[src/rtl/instr_issue_ctrl.sv]
// -----------------------------------------------------------------------------
// instr_issue_ctrl
//
// Sequencing controller for a 32-entry instruction register that is used as a
// circular instruction queue. The register itself is plain storage
// (synchronous write on load_en, combinational read on read_pointer). This
// block owns all occupancy, pointer and flush bookkeeping. It also owns a
// registered issue stage that presents one instruction at a time to the
// execute unit.
//
// Ports
//   clk, reset        rising-edge clock; asynchronous active-high reset
//   flush             synchronous queue clear; overrides write and issue
//   wr_valid/ready    producer handshake
//   wr_opcode/op_a/b  producer instruction fields
//   load_en           register write enable
//   write_pointer     register write address
//   opcode/operand_*  register write data (wr_* passed through)
//   read_pointer      register read address
//   instruction_word  register read data, packed {opc, op_a, op_b}
//   iss_valid/ready   execute-unit handshake
//   iss_opcode/op_a/b issued instruction fields (registered)
//   count             entries stored in the register, excluding the issue stage
//   full, empty       decoded from count
//
// Optional feature (macro INSTR_ISSUE_CTRL_STATS_EN)
//   issued_cnt        saturating count of edges with iss_valid & iss_ready
//   stall_cnt         saturating count of edges with iss_valid & !iss_ready
//   Both counters are cleared by reset and by flush. When the macro is not
//   defined, these ports and their logic are absent.
// -----------------------------------------------------------------------------
module instr_issue_ctrl #(
  parameter int DEPTH  = 32,
  parameter int PTR_W  = 5,
  parameter int OPC_W  = 4,
  parameter int OPND_W = 32
) (
  input  logic                           clk,
  input  logic                           reset,
  input  logic                           flush,
  input  logic                           wr_valid,
  output logic                           wr_ready,
  input  logic        [OPC_W-1:0]        wr_opcode,
  input  logic signed [OPND_W-1:0]       wr_op_a,
  input  logic signed [OPND_W-1:0]       wr_op_b,
  output logic                           load_en,
  output logic        [PTR_W-1:0]        write_pointer,
  output logic        [OPC_W-1:0]        opcode,
  output logic signed [OPND_W-1:0]       operand_a,
  output logic signed [OPND_W-1:0]       operand_b,
  output logic        [PTR_W-1:0]        read_pointer,
  input  logic        [OPC_W+2*OPND_W-1:0] instruction_word,
  output logic                           iss_valid,
  input  logic                           iss_ready,
  output logic        [OPC_W-1:0]        iss_opcode,
  output logic signed [OPND_W-1:0]       iss_op_a,
  output logic signed [OPND_W-1:0]       iss_op_b,
  output logic        [PTR_W:0]          count,
  output logic                           full,
`ifdef INSTR_ISSUE_CTRL_STATS_EN
  output logic                           empty,
  output logic        [15:0]             issued_cnt,
  output logic        [15:0]             stall_cnt
`else
  output logic                           empty
`endif
);

  localparam int              IW       = OPC_W + 2 * OPND_W;
  localparam logic [PTR_W:0]  FULL_CNT = (PTR_W + 1)'(DEPTH);

  typedef enum logic {
    IDLE  = 1'b0,
    ISSUE = 1'b1
  } state_t;

  state_t                    state_q;
  state_t                    state_d;
  logic                      capture;
  logic        [PTR_W-1:0]   wr_ptr;
  logic        [PTR_W-1:0]   rd_ptr;

  // Read-data fields of the entry currently addressed by rd_ptr.
  logic        [OPC_W-1:0]   rd_opc;
  logic signed [OPND_W-1:0]  rd_op_a;
  logic signed [OPND_W-1:0]  rd_op_b;

  assign rd_opc  = instruction_word[IW-1 -: OPC_W];
  assign rd_op_a = $signed(instruction_word[2*OPND_W-1 -: OPND_W]);
  assign rd_op_b = $signed(instruction_word[OPND_W-1:0]);

  // ---- write side (combinational) ----
  // The write path looks only at full and flush, never at the read side, so
  // a full queue refuses a write even when a capture frees an entry that edge.
  assign full          = (count == FULL_CNT);
  assign empty         = (count == '0);
  assign wr_ready      = !full && !flush;
  assign load_en       = wr_valid && wr_ready;
  assign write_pointer = wr_ptr;
  assign opcode        = wr_opcode;
  assign operand_a     = wr_op_a;
  assign operand_b     = wr_op_b;
  assign read_pointer  = rd_ptr;
  assign iss_valid     = (state_q == ISSUE);

  // ---- issue-stage FSM: next state and capture decision ----
  always_comb begin
    state_d = state_q;
    capture = 1'b0;
    case (state_q)
      IDLE: begin
        if (!empty) begin
          capture = 1'b1;
          state_d = ISSUE;
        end
      end
      ISSUE: begin
        // A stalled stage holds; an accepted one refills in the same edge
        // when something is stored, so back-to-back issue has no bubble.
        if (iss_ready) begin
          if (!empty) begin
            capture = 1'b1;
          end else begin
            state_d = IDLE;
          end
        end
      end
      default: begin
        state_d = IDLE;
      end
    endcase
    if (flush) begin
      capture = 1'b0;
      state_d = IDLE;
    end
  end

  always_ff @(posedge clk or posedge reset) begin
    if (reset) begin
      state_q <= IDLE;
    end else begin
      state_q <= state_d;
    end
  end

  // ---- pointer and occupancy bookkeeping ----
  // Pointers wrap by natural PTR_W overflow (DEPTH is a power of two).
  always_ff @(posedge clk or posedge reset) begin
    if (reset) begin
      wr_ptr <= '0;
      rd_ptr <= '0;
      count  <= '0;
    end else if (flush) begin
      wr_ptr <= '0;
      rd_ptr <= '0;
      count  <= '0;
    end else begin
      if (load_en) begin
        wr_ptr <= wr_ptr + PTR_W'(1);
      end
      if (capture) begin
        rd_ptr <= rd_ptr + PTR_W'(1);
      end
      case ({load_en, capture})
        2'b10:   count <= count + (PTR_W + 1)'(1);
        2'b01:   count <= count - (PTR_W + 1)'(1);
        default: count <= count;
      endcase
    end
  end

  // ---- issue stage data register ----
  // Only a capture loads it, so it is naturally stable across stalls and
  // keeps its last contents across a flush.
  always_ff @(posedge clk or posedge reset) begin
    if (reset) begin
      iss_opcode <= '0;
      iss_op_a   <= '0;
      iss_op_b   <= '0;
    end else if (capture) begin
      iss_opcode <= rd_opc;
      iss_op_a   <= rd_op_a;
      iss_op_b   <= rd_op_b;
    end
  end

`ifdef INSTR_ISSUE_CTRL_STATS_EN
  function automatic logic [15:0] sat_inc(input logic [15:0] v);
    if (v == 16'hFFFF) begin
      return v;
    end
    return v + 16'd1;
  endfunction

  // ---- activity statistics ----
  always_ff @(posedge clk or posedge reset) begin
    if (reset) begin
      issued_cnt <= '0;
      stall_cnt  <= '0;
    end else if (flush) begin
      issued_cnt <= '0;
      stall_cnt  <= '0;
    end else begin
      if (iss_valid && iss_ready) begin
        issued_cnt <= sat_inc(issued_cnt);
      end
      if (iss_valid && !iss_ready) begin
        stall_cnt <= sat_inc(stall_cnt);
      end
    end
  end
`endif

endmodule

[config.mk]
export PLATFORM = sky130hd
export DESIGN_NAME = instr_issue_ctrl
export DESIGN_NICKNAME = d
export VERILOG_FILES = /design/src/rtl/instr_issue_ctrl.sv
export SDC_FILE = /design/constraint.sdc
export NUM_CORES = 1
export LEC_CHECK = 0
export CAP_MARGIN = 10
export CORE_ASPECT_RATIO = 0.75
export CORE_MARGIN = 5
export CORE_UTILIZATION = 25
export DETAILED_ROUTE_END_ITERATION = 6
export MAX_ROUTING_LAYER = met4
export PLACE_DENSITY = 0.65
export SYNTH_ARGS = -nofsm -noshare
export SYNTH_HDL_FRONTEND = slang
export SYNTH_SLANG_ARGS = --single-unit
export TNS_END_PERCENT = 30
[constraint.sdc]
create_clock -name clk -period 3.3 [get_ports clk]
set_clock_uncertainty 0.15 [all_clocks]
set_input_delay 0.66 -clock clk [delete_from_list [all_inputs] [get_ports clk]]
set_output_delay 0.66 -clock clk [all_outputs]
set_load 0.03 [all_outputs]
==> impl_metrics.py, run 1 <==
metrics = {
    "power": {
        "cellPowerDensity_nw_per_um2": 1059,
        "power_frac_seq_pct": 29.5,
        "p_sw_mw": 2.445,
        "internal-power_mw": 3.676,
        "vdd_drop_max_mv": 0.3264,
        "cellLeakagePower_nw": 2.380,
        "combinationalPowerShare_pct": 54.0,
        "total_power_mw": 6.121,
        "swShare_pct": 39.94,
        "p_clk_share_pct": 16.5,
    },
    "floorplanning": {
        "initial_core_util_pct": 25.49,
        "die_width_um": 157.6,
        "ios": 298,
        "core-area_um2": 16020,
        "dieArea_um2": 19010,
        "die_h_um": 120.7,
        "fp-row-count": 40,
    },
    "finish": {
        "num-fill-cells": 1561,
        "final_cells": 629,
        "stdcell_area_um2": 5779,
        "drive_above_1_share_pct": 24.82,
        "area_growth_syn_to_layout_pct": 41.56,
        "final_nets": 563,
        "mostFrequentLayoutCells": "159 x clkdlybuf4s50_1, 82 x dfrtp_1, 59 x mux2_2, 13 x nor2_1, 10 x nand2_1",
        "layout_commonest_cell": "clkdlybuf4s50_1",
        "num_antenna_cells": 0,
        "fin_util_pct": 36.09,
    },
    "sta": {
        "drv_slew": 0,
        "rsz0062_at_grt": "no",
        "fmax_ghz": 0.3184,
        "setup_tns_ns": 0,
        "min_period_ns": 3.141,
        "fin_ws_ns": 0.1594,
        "hold_viol_final": 0,
        "setup_viol": 0,
        "whs_ns": 0.3520,
        "tightest_slew_ns": 0.9474,
        "period_share_pct": 95.17,
        "slew_headroom_pct": 36.84,
    },
    "detailed_routing": {
        "detail-route-antenna-nets": 0,
        "wl_per_cell_um": 15.66,
        "vias": 2677,
        "firstDrtPassIters": 4,
        "met3_length_um": 936,
        "drt_iter0_drc": 49,
        "routed_via_density": 4.256,
        "drc": 0,
        "met1Wirelength_um": 4016,
        "drt_wl_total_um": 9848,
        "met2_length_um": 4643,
        "maxUsedRoutingLayer": "met4",
    },
    "logic_synthesis": {
        "synth_cell_types": 33,
        "synthMuxAreaShare_pct": 20.07,
        "synthCells": 317,
        "synth_top_family_by_area": "multiplexers",
        "synth_seq_cells": 85,
        "synth_xor_area_share_pct": 2.574,
        "yosysTopAreaCell": "dfrtp_1",
        "synth-adder-area-share_pct": 2.329,
        "synth_warnings": 0,
        "synth_top_area_share_pct": 52.10,
        "synth_area_leaders": "dfrtp_1 52%, mux2_2 16%, buf_4 13%",
        "synth-seq-area-share_pct": 52.10,
        "synth-simple-area-share_pct": 4.505,
        "synth_compound_area_share_pct": 3.616,
        "netlist_area_um2": 4083,
        "synth_area_per_cell_um2": 12.88,
        "syn-num-nets": 465,
    },
    "worst_setup_path": {
        "r2r_start": "count[0]$_DFFE_PP0P_",
        "ff2ff_setup_slack_ns": 0.25,
        "crit_type": "register to primary output",
        "setup.worst_path.end_class": "primary output",
        "rr_endpoint": "count[4]$_DFFE_PP0P_",
        "cp-start-kind": "register",
        "critPathLaunch": "count[0]$_DFFE_PP0P_",
        "reg2reg_depth": 10,
        "cp-endpoint": "wr_ready",
        "cp_cell_sequence": "or4_4 -> nor3_1 -> nor2_1 -> clkdlybuf4s50_1",
        "critPathArrivalTime_ns": 2.33,
        "required_ns": 2.49,
        "max_stage_delay_ns": 0.60,
        "slowest_stage": "clkdlybuf4s50_1",
        "path_max_fanout": 6,
    },
    "status": {
        "outcome": "completed",
    },
    "clock_tree": {
        "root_buffer": "clkbuf_16",
        "numCtsBuffers": 9,
        "cts_tree": "done",
        "cts_setup_buffers": 0,
        "postCtsHoldBufs": 0,
        "clk_path_buf_depth": 2,
        "insertion_delay_ns": 0.34,
        "ctsResizeCount": 0,
        "htree_levels": 3,
        "cts.sinks": 85,
        "clkTransAtPathRegs_ns": 0.06,
    },
    "placement": {
        "post-place-cells": 614,
        "routabilityCongestion": 0.7903,
        "preCtsSetupSlack_ns": 0.1025,
        "io_buffer_count": 161,
        "place_area_um2": 5480,
        "dp_hpwl_um": 7370,
    },
    "grt": {
        "antenna_found_initial": 0,
        "grt_usage_pct": 10.50,
        "grt_pass1_vias": 2890,
        "grt_first_pass_wirelength_um": 15260,
        "grt_max_degree": 69,
        "grt_overflow_total": 0,
    },
    "flow_run": {
        "cap_violations": 0,
    },
    "worst_hold_path": {
        "hold_path.class": "register to register",
    },
}
-- worst max-delay path, delay by kind of cell, from the launching register on --
kind                   cells  cell delay (ns)
AND/OR/NAND/NOR            3             0.93
buffers and inverters      1             0.60
flip-flops                 1             0.46
-- logic make-up after synthesis --
group | Yosys count
XOR/XNOR | 12
AND/OR/NAND/NOR | 38
flip-flops | 85
multiplexers | 70
buffers and inverters | 83
AO/OA/AOI/OAI | 22
adder cells (fa/ha/maj) | 7
-- cell usage after synthesis --
| master | n |
|---|---|
| xor2_1 | 8 |
| buf_6 | 4 |
| o311a_1 | 1 |
| a211oi_1 | 1 |
| mux2i_1 | 2 |
| or4_4 | 1 |
| and2_4 | 1 |
| a21o_1 | 1 |
| nor2_1 | 13 |
| o31a_1 | 1 |
| nand2b_1 | 1 |
| nor3_1 | 2 |
| fa_1 | 1 |
| a22oi_1 | 4 |
| o211ai_1 | 1 |
| a2111o_1 | 1 |
| xnor2_1 | 4 |
| nand3_1 | 1 |
| mux2_4 | 9 |
| buf_4 | 68 |
| dfrtp_1 | 85 |
| buf_2 | 6 |
| clkbuf_1 | 2 |
| nand4_1 | 4 |
| a21oi_1 | 3 |
| ha_1 | 6 |
| inv_1 | 3 |
| o21ai_0 | 8 |
| o211a_1 | 1 |
| mux2_2 | 59 |
| nor2b_1 | 4 |
| nand2_1 | 10 |
| or2_2 | 1 |
-- how the worst min path moves through the flow --
stage                             start                       end  slack (ns)  cells after the start
5_1_grt        iss_op_b[27]$_DFFE_PP0P_  iss_op_b[27]$_DFFE_PP0P_        0.37                      1
3_5_place_dp   iss_op_a[23]$_DFFE_PP0P_  iss_op_a[23]$_DFFE_PP0P_        0.34                      1
6_report       iss_op_b[19]$_DFFE_PP0P_  iss_op_b[19]$_DFFE_PP0P_        0.35                      1
4_1_cts        iss_op_b[19]$_DFFE_PP0P_  iss_op_b[19]$_DFFE_PP0P_        0.36                      1
2_1_floorplan      count[0]$_DFFE_PP0P_      count[0]$_DFFE_PP0P_        0.52                      2
3_3_place_gp   iss_op_b[27]$_DFFE_PP0P_  iss_op_b[27]$_DFFE_PP0P_        0.34                      1
-- registers in the layout, indices dropped and copies added (netlist names) --
| signal | cells |
|---|---|
| iss_op_a | 32 |
| iss_op_b | 32 |
| count | 6 |
| read_pointer | 5 |
| write_pointer | 5 |
| iss_opcode | 4 |
| iss_valid | 1 |
-- power by group through the flow --
stage	combinational [mW]	sequential, mW	clock, mW
after CTS	3.35	1.82	1.06
after global placement	3.29	1.80	0
after global routing	3.49	1.88	1.09
final	3.30	1.81	1.01
after floorplan	1.27	2.74	0
after detailed placement	3.35	1.83	0
-- layout make-up --
cell class / count / area [um^2] / share of cell area [%]
repair buffers: 167 / 1669 / 28.88
clock buffers: 9 / 225.2 / 3.897
well taps: 210 / 262.8 / 4.546
multi-input cells: 149 / 1408 / 24.36
clock inverters: 6 / 71.32 / 1.234
flip-flops and latches: 85 / 2131 / 36.87
inverters: 3 / 12.51 / 0.2165
-- metal layers --
layer  global-route usage, %  vias up
met5                       -        -
met4                   4.890        0
met3                   3.614       36
met2                   16.70      129
met1                   11.94     1303
li1                        -     1209
(Power assumes the default switching activity.)
==> run 2: changes to the inputs <==
TNS_END_PERCENT = default   (was 30)
==> run 2 against run 1 <==
Global-route usage increased by 0.11 points. Critical path depth unchanged. Critical endpoint unchanged. Count of clock-buffer cells in the layout did not move. Wire length rose by 1.0%. Sequential share of layout area increased by 0.080 points. First-iteration DRC count up 96%. Total power grew 0.13%. Hold slack better by 0.0035 ns. Via count increased by 0.52%. Largest cell class unchanged. Critical path type unchanged. Final cell count unchanged.
==> impl_metrics.py, run 2 (synthesis gave the netlist of run 1 again) <==
metrics = {
    "detailed_routing": {
        "routed_via_density": 4.278,
        "drc": 0,
        "firstDrtPassIters": 4,
        "drt_wl_total_um": 9946,
        "wl_per_cell_um": 15.81,
        "drt_iter0_drc": 96,
        "vias": 2691,
        "detail-route-antenna-nets": 0,
    },
    "worst_setup_path": {
        "crit_type": "register to primary output",
        "required_ns": 2.49,
        "critPathLaunch": "count[0]$_DFFE_PP0P_",
        "cp-start-kind": "register",
        "cp-endpoint": "wr_ready",
        "reg2reg_depth": 10,
        "ff2ff_setup_slack_ns": 0.26,
        "critPathArrivalTime_ns": 2.37,
        "r2r_start": "count[0]$_DFFE_PP0P_",
        "path_max_fanout": 6,
        "rr_endpoint": "count[4]$_DFFE_PP0P_",
        "setup.worst_path.end_class": "primary output",
    },
    "clock_tree": {
        "root_buffer": "clkbuf_16",
        "clk_path_buf_depth": 2,
        "cts_tree": "done",
        "insertion_delay_ns": 0.34,
        "clkTransAtPathRegs_ns": 0.06,
        "postCtsHoldBufs": 0,
        "numCtsBuffers": 9,
        "htree_levels": 3,
        "cts_setup_buffers": 0,
        "cts.sinks": 85,
        "ctsResizeCount": 0,
    },
    "placement": {
        "place_area_um2": 5468,
        "routabilityCongestion": 0.8143,
        "io_buffer_count": 161,
        "dp_hpwl_um": 7395,
    },
    "sta": {
        "drv_slew": 0,
        "min_period_ns": 3.183,
        "tightest_slew_ns": 0.9468,
        "rsz0062_at_grt": "no",
        "setup_viol": 0,
        "fmax_ghz": 0.3142,
        "slew_headroom_pct": 36.88,
        "whs_ns": 0.3555,
        "period_share_pct": 96.44,
        "hold_viol_final": 0,
    },
    "floorplanning": {
        "fp-row-count": 40,
        "dieArea_um2": 19010,
        "initial_core_util_pct": 25.49,
        "die_width_um": 157.6,
        "core-area_um2": 16020,
        "ios": 298,
        "die_h_um": 120.7,
    },
    "grt": {
        "grt_first_pass_wirelength_um": 15460,
        "grt_usage_pct": 10.61,
        "grt_pass1_vias": 2878,
        "grt_max_degree": 69,
        "grt_overflow_total": 0,
        "antenna_found_initial": 0,
    },
    "finish": {
        "drive_above_1_share_pct": 24.82,
        "final_nets": 563,
        "layout_commonest_cell": "clkdlybuf4s50_1",
        "seqCellArea_um2": 2131,
        "num-fill-cells": 1545,
        "num_antenna_cells": 0,
        "fin_util_pct": 36.01,
        "multi_input_area_um2": 1408,
        "stdcell_area_um2": 5767,
        "area_growth_syn_to_layout_pct": 41.25,
        "top_regs": "iss_op_a x32, iss_op_b x32, count x6",
        "mostFrequentLayoutCells": "159 x clkdlybuf4s50_1, 82 x dfrtp_1, 59 x mux2_2, 13 x nor2_1, 10 x nand2_1",
    },
    "power": {
        "cellLeakagePower_nw": 2.375,
        "cellPowerDensity_nw_per_um2": 1063,
        "total_power_mw": 6.129,
        "vdd_drop_max_mv": 0.4048,
    },
    "status": {
        "outcome": "completed",
    },
    "worst_hold_path": {
        "hold_start": "iss_opcode[1]$_DFFE_PP0P_",
        "hold_path.class": "register to register",
    },
    "flow_run": {
        "cap_violations": 0,
    },
}
==> run 2: critical path, cell delays in order (launching register included) <==
cell	delay (ns)
dfrtp_2	0.45
or4_4	0.57
nor3_1	0.32
nor2_1	0.08
clkdlybuf4s50_1	0.60
==> run 2: power breakdown <==
group	switching [mW]	internal, mW
logic	1.74	1.57
clock network	0.428	0.589
registers	0.284	1.52
==> run 2: how the worst min path moves through the flow <==
stage,cells past startpoint,slack [ns],to
finish,1,0.36,iss_opcode[1]$_DFFE_PP0P_
global route,1,0.37,iss_op_a[7]$_DFFE_PP0P_
CTS,1,0.36,iss_opcode[1]$_DFFE_PP0P_
detailed placement,1,0.34,iss_opcode[2]$_DFFE_PP0P_
global placement,1,0.34,iss_op_a[3]$_DFFE_PP0P_
floorplan,2,0.52,count[0]$_DFFE_PP0P_
==> run 2: through the flow <==
| step | setup WS (ns) | instances | TNS [ns] |
|---|---|---|---|
| after CTS | 0.01931 | 629 | 0 |
| final | 0.1175 | 629 | 0 |
| after global placement | 0.1520 | 614 | 0 |
| after floorplan | -0.1682 | 317 | -0.3434 |
| after detailed placement | 0.1121 | 614 | 0 |
| after global routing | 0.01106 | 629 | 0 |
==> run 2: area by class of cell <==
class	instances	area share [%]
clock buffer	9	3.905
clock inverter	6	1.237
inverter	3	0.2170
multi-input combinational	149	24.41
sequential	85	36.95
tap	210	4.556
timing repair buffer	167	28.73
==> run 2: metal layers <==
layer	up-vias	share of wire, %	track usage, %	routed length (um)
li1	1214	-	-	-
met1	1313	43	12.61	4236
met2	127	45	16.06	4516
met3	37	9.4	4.222	936
met4	0	2.6	4.406	257
met5	-	0	-	0
